[src/rtl/alu_pkg.sv]
// alu_pkg: ALU select codes shared with the ALU control decoder, FSM state
// encodings for alu_exec, and the single-cycle ALU function.
package alu_pkg;

   localparam int XLEN = 32;

   // ALU select codes
   localparam logic [3:0] ALU_AND   = 4'b0000;
   localparam logic [3:0] ALU_OR    = 4'b0001;
   localparam logic [3:0] ALU_ADD   = 4'b0010;
   localparam logic [3:0] ALU_XOR   = 4'b0011;
   localparam logic [3:0] ALU_SUB   = 4'b0110;
   localparam logic [3:0] ALU_SLTU  = 4'b0111;
   localparam logic [3:0] ALU_MUL   = 4'b1000;
   localparam logic [3:0] ALU_MULHU = 4'b1001;
   localparam logic [3:0] ALU_DIVU  = 4'b1010;
   localparam logic [3:0] ALU_REMU  = 4'b1011;

   // FSM states
   localparam logic [1:0] ST_IDLE = 2'd0;
   localparam logic [1:0] ST_MUL  = 2'd1;
   localparam logic [1:0] ST_DIV  = 2'd2;
   localparam logic [1:0] ST_HOLD = 2'd3;

   // Single-cycle ops. Any other code (including the iterative ones when
   // they land here) yields 0.
   function automatic logic [XLEN-1:0] alu_short(input logic [3:0] sel,
                                                input logic [XLEN-1:0] a,
                                                input logic [XLEN-1:0] b);
      logic [XLEN-1:0] r;
      case (sel)
         ALU_ADD:  r = a + b;
         ALU_SUB:  r = a - b;
         ALU_AND:  r = a & b;
         ALU_OR:   r = a | b;
         ALU_XOR:  r = a ^ b;
         ALU_SLTU: r = {{(XLEN-1){1'b0}}, (a < b)};
         default:  r = '0;
      endcase
      return r;
   endfunction

endpackage

[src/rtl/iter_muldiv.sv]
// iter_muldiv: 1-bit-per-cycle shift-add multiplier and (optionally)
// restoring unsigned divider sharing one hi/lo register pair.
//   clk, rst_n   clock, synchronous active-low reset
//   start        load operands (one-cycle pulse on accept)
//   div_mode     1 = divide, 0 = multiply (sampled on start)
//   op_a, op_b   operands
//   done         high during the final iteration cycle
//   res_lo       product[31:0] / quotient  (value after this iteration)
//   res_hi       product[63:32] / remainder (value after this iteration)
// Macro EXEC_DIV_EN: when undefined the divide datapath is not built.
import alu_pkg::*;

module iter_muldiv (
   input  logic            clk,
   input  logic            rst_n,
   input  logic            start,
   input  logic            div_mode,
   input  logic [XLEN-1:0] op_a,
   input  logic [XLEN-1:0] op_b,
   output logic            done,
   output logic [XLEN-1:0] res_lo,
   output logic [XLEN-1:0] res_hi
);

   logic [XLEN-1:0] hi, lo, m;
   logic [5:0]      cnt;
   logic            busy;
   logic [XLEN-1:0] hi_n, lo_n;
   logic [XLEN:0]   mul_sum;

   // Multiply: hi:lo starts as {0, b}; add a into hi when lo[0] is set,
   // then shift the 65-bit {carry, hi, lo} right by one.
   assign mul_sum = {1'b0, hi} + (lo[0] ? {1'b0, m} : '0);

`ifdef EXEC_DIV_EN
   logic            dmode;
   logic [XLEN:0]   shl, diff;
   logic            ge;

   // Restoring divide: hi is the partial remainder, lo shifts the dividend
   // out the top and the quotient bits in at the bottom.
   assign shl  = {hi, lo[XLEN-1]};
   assign ge   = shl >= {1'b0, m};
   assign diff = shl - {1'b0, m};

   always_comb begin
      hi_n = mul_sum[XLEN:1];
      lo_n = {mul_sum[0], lo[XLEN-1:1]};
      if (dmode) begin
         hi_n = ge ? diff[XLEN-1:0] : shl[XLEN-1:0];
         lo_n = {lo[XLEN-2:0], ge};
      end
   end
`else
   logic unused_div;
   assign unused_div = div_mode;

   always_comb begin
      hi_n = mul_sum[XLEN:1];
      lo_n = {mul_sum[0], lo[XLEN-1:1]};
   end
`endif

   always_ff @(posedge clk) begin
      if (!rst_n) begin
         hi   <= '0;
         lo   <= '0;
         m    <= '0;
         cnt  <= '0;
         busy <= 1'b0;
`ifdef EXEC_DIV_EN
         dmode <= 1'b0;
`endif
      end else if (start) begin
         hi   <= '0;
         cnt  <= '0;
         busy <= 1'b1;
`ifdef EXEC_DIV_EN
         dmode <= div_mode;
         lo    <= div_mode ? op_a : op_b;
         m     <= div_mode ? op_b : op_a;
`else
         lo    <= op_b;
         m     <= op_a;
`endif
      end else if (busy) begin
         hi  <= hi_n;
         lo  <= lo_n;
         cnt <= cnt + 6'd1;
         if (cnt == 6'd31) busy <= 1'b0;
      end
   end

   // done coincides with the 32nd iteration so the top can register the
   // final value on that same edge.
   assign done   = busy && (cnt == 6'd31);
   assign res_lo = lo_n;
   assign res_hi = hi_n;

endmodule

[src/rtl/alu_exec.sv]
// alu_exec: execute-stage unit. Single-cycle logic/arith ops, 32-cycle
// iterative MUL/MULHU and (with EXEC_DIV_EN) DIVU/REMU, with valid/ready
// handshakes on both sides and a registered result.
//   clk, rst_n           clock, synchronous active-low reset
//   in_valid, in_ready   request handshake (in_ready high only in IDLE)
//   alu_sel, op_a, op_b  operation code and unsigned operands
//   out_valid, out_ready result handshake
//   result, zero         registered result and result==0 flag
// Macro EXEC_DIV_EN: enables the iterative divider; when undefined DIVU and
// REMU behave as unknown codes (result 0, latency 1).
import alu_pkg::*;

module alu_exec (
   input  logic            clk,
   input  logic            rst_n,
   input  logic            in_valid,
   output logic            in_ready,
   input  logic [3:0]      alu_sel,
   input  logic [XLEN-1:0] op_a,
   input  logic [XLEN-1:0] op_b,
   output logic            out_valid,
   input  logic            out_ready,
   output logic [XLEN-1:0] result,
   output logic            zero
);

   logic [1:0]      state;
   logic            sel_hi;   // MULHU/REMU take the hi half
   logic            accept, is_mul, md_start, md_done;
   logic [XLEN-1:0] short_res, md_lo, md_hi, md_res;

   assign in_ready  = (state == ST_IDLE);
   assign accept    = in_ready && in_valid;
   assign is_mul    = (alu_sel[3:1] == 3'b100);
   assign short_res = alu_short(alu_sel, op_a, op_b);
   assign md_res    = sel_hi ? md_hi : md_lo;

`ifdef EXEC_DIV_EN
   logic is_div, div_zero;
   assign is_div   = (alu_sel[3:1] == 3'b101);
   assign div_zero = (op_b == '0);
   assign md_start = accept && (is_mul || (is_div && !div_zero));
`else
   assign md_start = accept && is_mul;
`endif

   iter_muldiv u_md (
      .clk      (clk),
      .rst_n    (rst_n),
      .start    (md_start),
      .div_mode (alu_sel[1]),
      .op_a     (op_a),
      .op_b     (op_b),
      .done     (md_done),
      .res_lo   (md_lo),
      .res_hi   (md_hi)
   );

   always_ff @(posedge clk) begin
      if (!rst_n) begin
         state     <= ST_IDLE;
         sel_hi    <= 1'b0;
         out_valid <= 1'b0;
         result    <= '0;
         zero      <= 1'b0;
      end else begin
         case (state)
            ST_IDLE: if (accept) begin
               sel_hi <= alu_sel[0];
               if (is_mul) begin
                  state <= ST_MUL;
`ifdef EXEC_DIV_EN
               end else if (is_div && !div_zero) begin
                  state <= ST_DIV;
               end else if (is_div) begin
                  // divide by zero: quotient all ones, remainder = dividend
                  result    <= alu_sel[0] ? op_a : '1;
                  zero      <= alu_sel[0] ? (op_a == '0) : 1'b0;
                  out_valid <= 1'b1;
                  state     <= ST_HOLD;
`endif
               end else begin
                  result    <= short_res;
                  zero      <= (short_res == '0);
                  out_valid <= 1'b1;
                  state     <= ST_HOLD;
               end
            end
            ST_MUL, ST_DIV: if (md_done) begin
               result    <= md_res;
               zero      <= (md_res == '0);
               out_valid <= 1'b1;
               state     <= ST_HOLD;
            end
            default: if (out_ready) begin   // ST_HOLD
               out_valid <= 1'b0;
               state     <= ST_IDLE;
            end
         endcase
      end
   end

endmodule

[config.mk]
export PLATFORM = sky130hd
export DESIGN_NAME = alu_exec
export DESIGN_NICKNAME = d
export VERILOG_FILES = /design/src/rtl/alu_pkg.sv /design/src/rtl/iter_muldiv.sv /design/src/rtl/alu_exec.sv
export SDC_FILE = /design/constraint.sdc
export NUM_CORES = 1
export LEC_CHECK = 0
export ABC_AREA = 1
export BUFFER_PORTS_ARGS = -buffer_cell sky130_fd_sc_hd__buf_2
export CORE_MARGIN = 2
export CORE_UTILIZATION = 52
export CTS_CLUSTER_DIAMETER = 50
export CTS_CLUSTER_SIZE = 20
export DETAILED_ROUTE_END_ITERATION = 10
export GPL_ROUTABILITY_DRIVEN = 0
export PLACE_DENSITY = 0.7
export SLEW_MARGIN = 20
export SYNTH_ARGS = -nofsm -noshare
export SYNTH_HDL_FRONTEND = slang
export SYNTH_SLANG_ARGS = --single-unit
[constraint.sdc]
create_clock -name clk -period 7.7 [get_ports clk]
set_input_delay 0.385 -clock clk [delete_from_list [all_inputs] [get_ports clk]]
set_output_delay 0.385 -clock clk [all_outputs]
set_load 0.01 [all_outputs]
Word-level counts from Yosys, hierarchy flattened
Cells that the tools add are included.
{"block": "word_totals", "reg_bits": 140, "word_cells": 73, "input_bits": 72, "output_inout_bits": 35}
{"block": "classes", "add_sub_neg": 4, "order_cmp": 1, "n_mux": 26, "eq_ne": 12, "reduce_logical": 16, "bitwise_logic": 4}
{"op": "$mux W32", "n": 7}
{"op": "$pmux W32 S6", "n": 1}
{"op": "$logic_not A32 Y1", "n": 2}
{"op": "$pmux W32 S2", "n": 1}
{"op": "$add A32 B33 Y33", "n": 1}
{"op": "$add A32 B32 Y32", "n": 1}
{"op": "$and A32 B32 Y32", "n": 1}
{"op": "$lt A32 B32 Y1", "n": 1}
{"op": "$or A32 B32 Y32", "n": 1}
{"op": "$sub A32 B32 Y32", "n": 1}
{"op": "$xor A32 B32 Y32", "n": 1}
{"op": "$mux W1", "n": 10}
{"op": "$eq A4 B2 Y1 const B", "n": 2}
{"op": "$eq A4 B3 Y1 const B", "n": 2}
{"op": "$mux W2", "n": 4}
{"op": "$reduce_and A4 Y1", "n": 2}
{"op": "$add A6 B1 Y6 const B", "n": 1}
{"op": "$eq A6 B5 Y1 const B", "n": 1}
{"op": "$eq A4 B1 Y1 const B", "n": 1}
{"op": "$logic_not A4 Y1", "n": 1}
{"op": "$ne A2 B2 Y1 const B", "n": 2}
{"op": "$pmux W1 S2", "n": 2}
{"op": "$pmux W2 S2", "n": 1}
{"op": "$reduce_bool A2 Y1", "n": 2}
{"op": "11 further kinds", "n": 14}

Depth between registers and ports, before layout
{"block": "logic_depth", "depth_word": 6, "depth_mapped": 25}

By module
A second synthesis with hierarchy kept.
{"block": "unflattened", "cells_unflattened": 2817, "hier_area_um2": 16079.2}
{"mod": "alu_exec", "instances": 1, "area_per_inst_um2": 9171.3, "cells_each": 1692}
{"mod": "iter_muldiv", "instances": 1, "area_per_inst_um2": 6907.9, "cells_each": 1125}

Least setup slack after synthesis
Ideal clock, no wire load.
{"block": "synth_timing", "kind": "flip-flop to flip-flop", "start": "register u_md.lo[0]", "end": "register zero", "required_time_ns": 7.644, "path_stages_with_launch": 23, "period_less_slack_ns": 2.447, "setup_time_ns": 0.056, "slack_ns": 5.253, "arrival_time_ns": 2.391, "path_buffers": 2, "path_cell_list": "dfxtp_1 -> clkbuf_1 -> clkbuf_1 -> nand2_1 -> inv_1 -> ha_1 -> nand2_1 -> inv_1 -> a21oi_1 -> nand2_2 -> nand2_1 -> nand2_1 -> nand2_1 -> nand3_1 -> nand3_1 -> nand2_1 -> nor2_1 -> nand2_1 -> nor2_1 -> nand4_1 -> nand3_1 -> nand2_1 -> inv_1"}
{"block": "synth_between", "elab_chain_cells": 6}
{"item": "start: declaration", "line_no": "iter_muldiv.sv:25", "text": "logic [XLEN-1:0] hi, lo, m;"}
{"item": "start signal: assignment", "line_no": "iter_muldiv.sv:83", "text": "lo <= op_b;"}
{"item": "start signal: assignment", "line_no": "iter_muldiv.sv:88", "text": "lo <= lo_n;"}
{"item": "$mux W32", "line_no": "iter_muldiv.sv:33", "text": "assign mul_sum = {1'b0, hi} + (lo[0] ? {1'b0, m} : '0);"}
{"item": "$add A32 B33 Y33", "line_no": "iter_muldiv.sv:33"}
{"item": "$mux W32", "line_no": "alu_exec.sv:36", "text": "assign md_res = sel_hi ? md_hi : md_lo;"}
{"item": "$logic_not A32 Y1", "line_no": "alu_exec.sv:91", "text": "zero <= (md_res == '0);"}
{"item": "$mux W1", "line_no": "alu_exec.sv:89", "text": "ST_MUL, ST_DIV: if (md_done) begin"}
{"item": "$pmux W1 S2", "line_no": "alu_exec.sv:67", "text": "case (state)"}
{"item": "end signal: assignment", "line_no": "alu_exec.sv:84", "text": "zero <= (short_res == '0);"}
{"item": "end signal: assignment", "line_no": "alu_exec.sv:91"}
{"item": "end: declaration", "line_no": "alu_exec.sv:24", "text": "output logic zero"}
No other way between the ends. The select of a mux whose other input is x is not followed.
A chain may end at the register's enable or synchronous reset.

Final worst setup path
{"block": "layout_timing", "start": "register state[0]", "end": "register u_md.hi[19]"}
{"block": "layout_between", "elab_chain_cells": 4}
{"item": "start: declaration", "line_no": "alu_exec.sv:27", "text": "logic [1:0] state;"}
{"item": "start signal: assignment", "line_no": "alu_exec.sv:61", "text": "state <= ST_IDLE;"}
{"item": "start signal: assignment", "line_no": "alu_exec.sv:71", "text": "state <= ST_MUL;"}
{"item": "start signal: assignment", "line_no": "alu_exec.sv:86", "text": "state <= ST_HOLD;"}
{"item": "$logic_not A2 Y1", "line_no": "alu_exec.sv:32", "text": "assign in_ready = (state == ST_IDLE);"}
{"item": "$logic_and A1 B1 Y1", "line_no": "alu_exec.sv:33", "text": "assign accept = in_ready && in_valid;"}
{"item": "$logic_and A1 B1 Y1", "line_no": "alu_exec.sv:44", "text": "assign md_start = accept && is_mul;"}
{"item": "$reduce_or A2 Y1 (no source line)"}
{"item": "end signal: assignment", "line_no": "iter_muldiv.sv:87", "text": "hi <= hi_n;"}
{"item": "end: declaration", "line_no": "iter_muldiv.sv:25"}
No other way between the ends.

==> run_results.csv <==
group,metric,value,unit
cts,cts_root_buf,"clkbuf_16",
die,dieArea,0.0325,mm²
cts,insertion_delay,0.44,ns
power,ir_drop,175,µV
synthesis,async_flop_share,0,
power,seq_power_share,0.296,
critical_path,worst-setup-path-type,"flop to flop",
critical_path,r2r-start,"state[0]$_SDFFE_PN0P_",
cts,postCtsSetupBuffers,0,
critical_path,required,8.04,ns
final_layout,syn_to_final_growth,7.34,%
die,core_area,0.0306,mm²
synthesis,synth.avg_cell_area,5.61,µm²
timing,fmax,294,MHz
cts,cts_buffers,17,
final_layout,final.fill_count,3196,
power,power,3.07,mW
synthesis,synth-xor-area-share,0.00543,
synthesis,synth-simple-area-share,0.406,
synthesis,synth_compound_area_frac,0.133,
critical_path,rr_endpoint,"u_md.hi[19]$_SDFFE_PP0P_",
final_layout,stdcell_count,3312,
synthesis,yosysSeqAreaShare,0.174,
critical_path,r2r_slack,4.30,ns
detailed_routing,viasPerCell,5.59,
cts,path_clk_slew,0.06,ns
critical_path,cp-endpoint,"u_md.hi[19]$_SDFFE_PP0P_",
cts,htreeDepth,4,
die,rows,64,
cts,cts_tree,"yes",
synthesis,yosys_register_bits,140,
global_route,grt_use_total,0.351,
synthesis,synthMuxAreaShare,0,
timing,slew_headroom,0.268,
cts,cts.sinks,140,
synthesis,synthAdderAreaFrac,0.118,
die,die_y,180,µm
place,dp.cells,3280,
detailed_routing,routed_wl,58.2,mm
timing,tns,0,ns
critical_path,critPathLaunch,"state[0]$_SDFFE_PN0P_",
synthesis,synthFlopType,"dfxtp_1",
job,drv_cap,0,
synthesis,syn_area,0.0161,mm²
global_route,grt_pass1_wl,90.4,mm
timing,rsz0062_at_grt,"no",
final_layout,drive_gt1_frac,0.0909,
cts,clockBufferDepth,2,
timing,final-hold-violation-count,0,
die,io-pin-count,107,
critical_path,ff2ff_path_depth,12,
synthesis,synthesis.nets,3098,
global_route,antenna_found_initial,1,
die,start_util,0.528,
timing,hold_slack,0.242,ns
critical_path,end_kind,"flop",
critical_path,critical_path_arrival,3.74,ns
detailed_routing,post_drt_wl_per_cell,17.6,µm
detailed_routing,dr.pass1.iters,6,
final_layout,diodes,0,
detailed_routing,dr.first_iter.drc_count,2409,
timing,slew_violations,0,
global_route,grt_pass1_vias,17200,
power,clockPowerShare,0.290,
power,switching_share,0.428,
die,die_x,180,µm
min_path,min-delay-start,"op_a[24]",
power,p_sw,1.32,mW
final_layout,fin_nets,3126,
critical_path,cp_max_fo,91,
power,leakage,9.71,nW
critical_path,cp-start-kind,"flop",
synthesis,synth_top_family_by_area,"simple AND/OR/NAND/NOR gates",
timing,finalClockSkew,0.00618,ns
min_path,worstHoldPathType,"input port to flop",
timing,min_period,3.40,ns
timing,setup_violations,0,
synthesis,yosysWarnings,0,
timing,min_period_over_period,0.442,
place,dp_hpwl,46.5,mm
detailed_routing,ant_nets,0,
power,intPower,1.76,mW
synthesis,synth_edf_count,0,
synthesis,syn_inst,2875,
synthesis,synth.distinct_cells,43,
outcome,status,"finished, final reports clean",
cts,cts_resized,0,
timing,tightest_slew,1.10,ns
global_route,grt_max_degree,92,
cts,holdBufCountCts,0,
power,p_comb_frac,0.413,
detailed_routing,vias,18500,
global_route,grt_overflow,0,
power,powerDensity,177,mW/mm²
detailed_routing,drc,0,
place,port_buffers,106,
-- registers in the layout, summed over array words and instances (netlist names) --
register and flops:
sel_hi 1, out_valid 1, zero 1, u_md.cnt 6, u_md.hi 32, result 32
u_md.busy 1, state 2, u_md.lo 32, u_md.m 32
-- logic make-up after synthesis --
family | count (synthesis)
xor+xnor | 10
flops | 140
fa+ha+maj | 151
compound gates | 378
buf+inv | 657
simple gates | 1539
-- cells in the mapped netlist (2+ instances only) --
cell type  number  area, µm²
nor2_2         44        275
nand2_1       949       3560
nor2_1        179        672
buf_2          19       95.1
or2_2           4       25.0
a31oi_1        40        250
a21oi_1       143        716
inv_2          21       78.8
fa_1            3       60.1
nor3_2          6       60.1
o21bai_1        6       45.0
o21ai_1         2       10.0
nand4_1        35        219
dfxtp_1       140       2800
o21ai_0       106        531
buf_4          13       97.6
nor3_1         13       65.1
a21o_1         13       97.6
nand2_2        22        138
inv_1         525       1970
o22ai_1        23        144
xnor2_1         9       78.8
a21oi_2         2       17.5
o211ai_1       35        263
and2_1          9       56.3
o221ai_1        5       43.8
clkbuf_1       62        233
nand3_2         9       90.1
ha_1          148       1850
buf_6          13        146
nor2_4          5       56.3
nand3b_1        3       22.5
clkinv_1        3       11.3
nand3_1       257       1290
-- worst max-delay path, stage by stage (launching register included) --
cell	delay, ns
dfxtp_1	0.33
inv_1	0.06
ha_1	0.26
nand2_1	0.19
nor2_4	0.13
buf_4	0.60
inv_1	0.32
buf_4	0.33
nand2_1	0.36
inv_2	0.34
o21ai_0	0.19
a21o_1	0.11
inv_1	0.04
-- worst min path at each step --
| stage | endpoint | slack, ns | depth (start not counted) |
|---|---|---|---|
| after detailed placement | u_md.lo[15]$_SDFFE_PN0P_ | 0.46 | 2 |
| after global placement | u_md.lo[15]$_SDFFE_PN0P_ | 0.45 | 2 |
| after floorplan | u_md.cnt[5]$_SDFFE_PP0P_ | 0.44 | 2 |
| after global routing | u_md.m[24]$_SDFFE_PN0P_ | 0.24 | 3 |
| after CTS | u_md.m[24]$_SDFFE_PN0P_ | 0.23 | 3 |
| final | u_md.m[24]$_SDFFE_PN0P_ | 0.24 | 3 |
-- final cells by class --
class | instances | area [µm²] | area share
clock inverter | 13 | 190 | 0.0110
timing repair buffer | 117 | 613 | 0.0354
sequential | 140 | 2800 | 0.162
tap | 396 | 495 | 0.0286
clock buffer | 19 | 433 | 0.0250
inverter | 549 | 2060 | 0.119
multi-input combinational | 2078 | 10700 | 0.619
-- metrics by stage --
| step | worst slack, ns | cell area [µm²] | util |
|---|---|---|---|
| after detailed placement | 4.31 | 16700 | 0.546 |
| after floorplan | 5.25 | 16100 | - |
| after global routing | 3.95 | 17300 | 0.566 |
| final | 4.30 | 17300 | 0.566 |
| after CTS | 4.37 | 17300 | 0.566 |
| after global placement | 4.40 | 16700 | 0.546 |
-- power groups by stage --
stage / Clock, mW / Combinational, mW / Sequential (mW)
2_1_floorplan: 0 / 0.839 / 0.921
3_3_place_gp: 0 / 1.22 / 0.919
3_5_place_dp: 0 / 1.24 / 0.919
4_1_cts: 0.893 / 1.24 / 0.905
5_1_grt: 0.924 / 1.40 / 0.916
6_report: 0.892 / 1.27 / 0.910
-- placed cells by master (no fill, tap or decap), types with 22 or more instances in the layout --
master,count
a21oi_1,143
a31oi_1,40
buf_2,106
dfxtp_1,139
ha_1,148
inv_1,524
nand2_1,949
nand2_2,22
nand3_1,257
nand4_1,35
nor2_1,176
nor2_2,43
o211ai_1,35
o21ai_0,106
o22ai_1,23
-- routing by layer --
layer | global-route usage | vias up | share of wire
met5 | 0 | - | 0.00031
met4 | 0.161 | 2 | 0.049
met3 | 0.0400 | 158 | 0.088
met2 | 0.589 | 935 | 0.46
met1 | 0.451 | 8395 | 0.41
li1 | - | 9027 | -
Note: power is estimated with default switching activity, not from simulation.
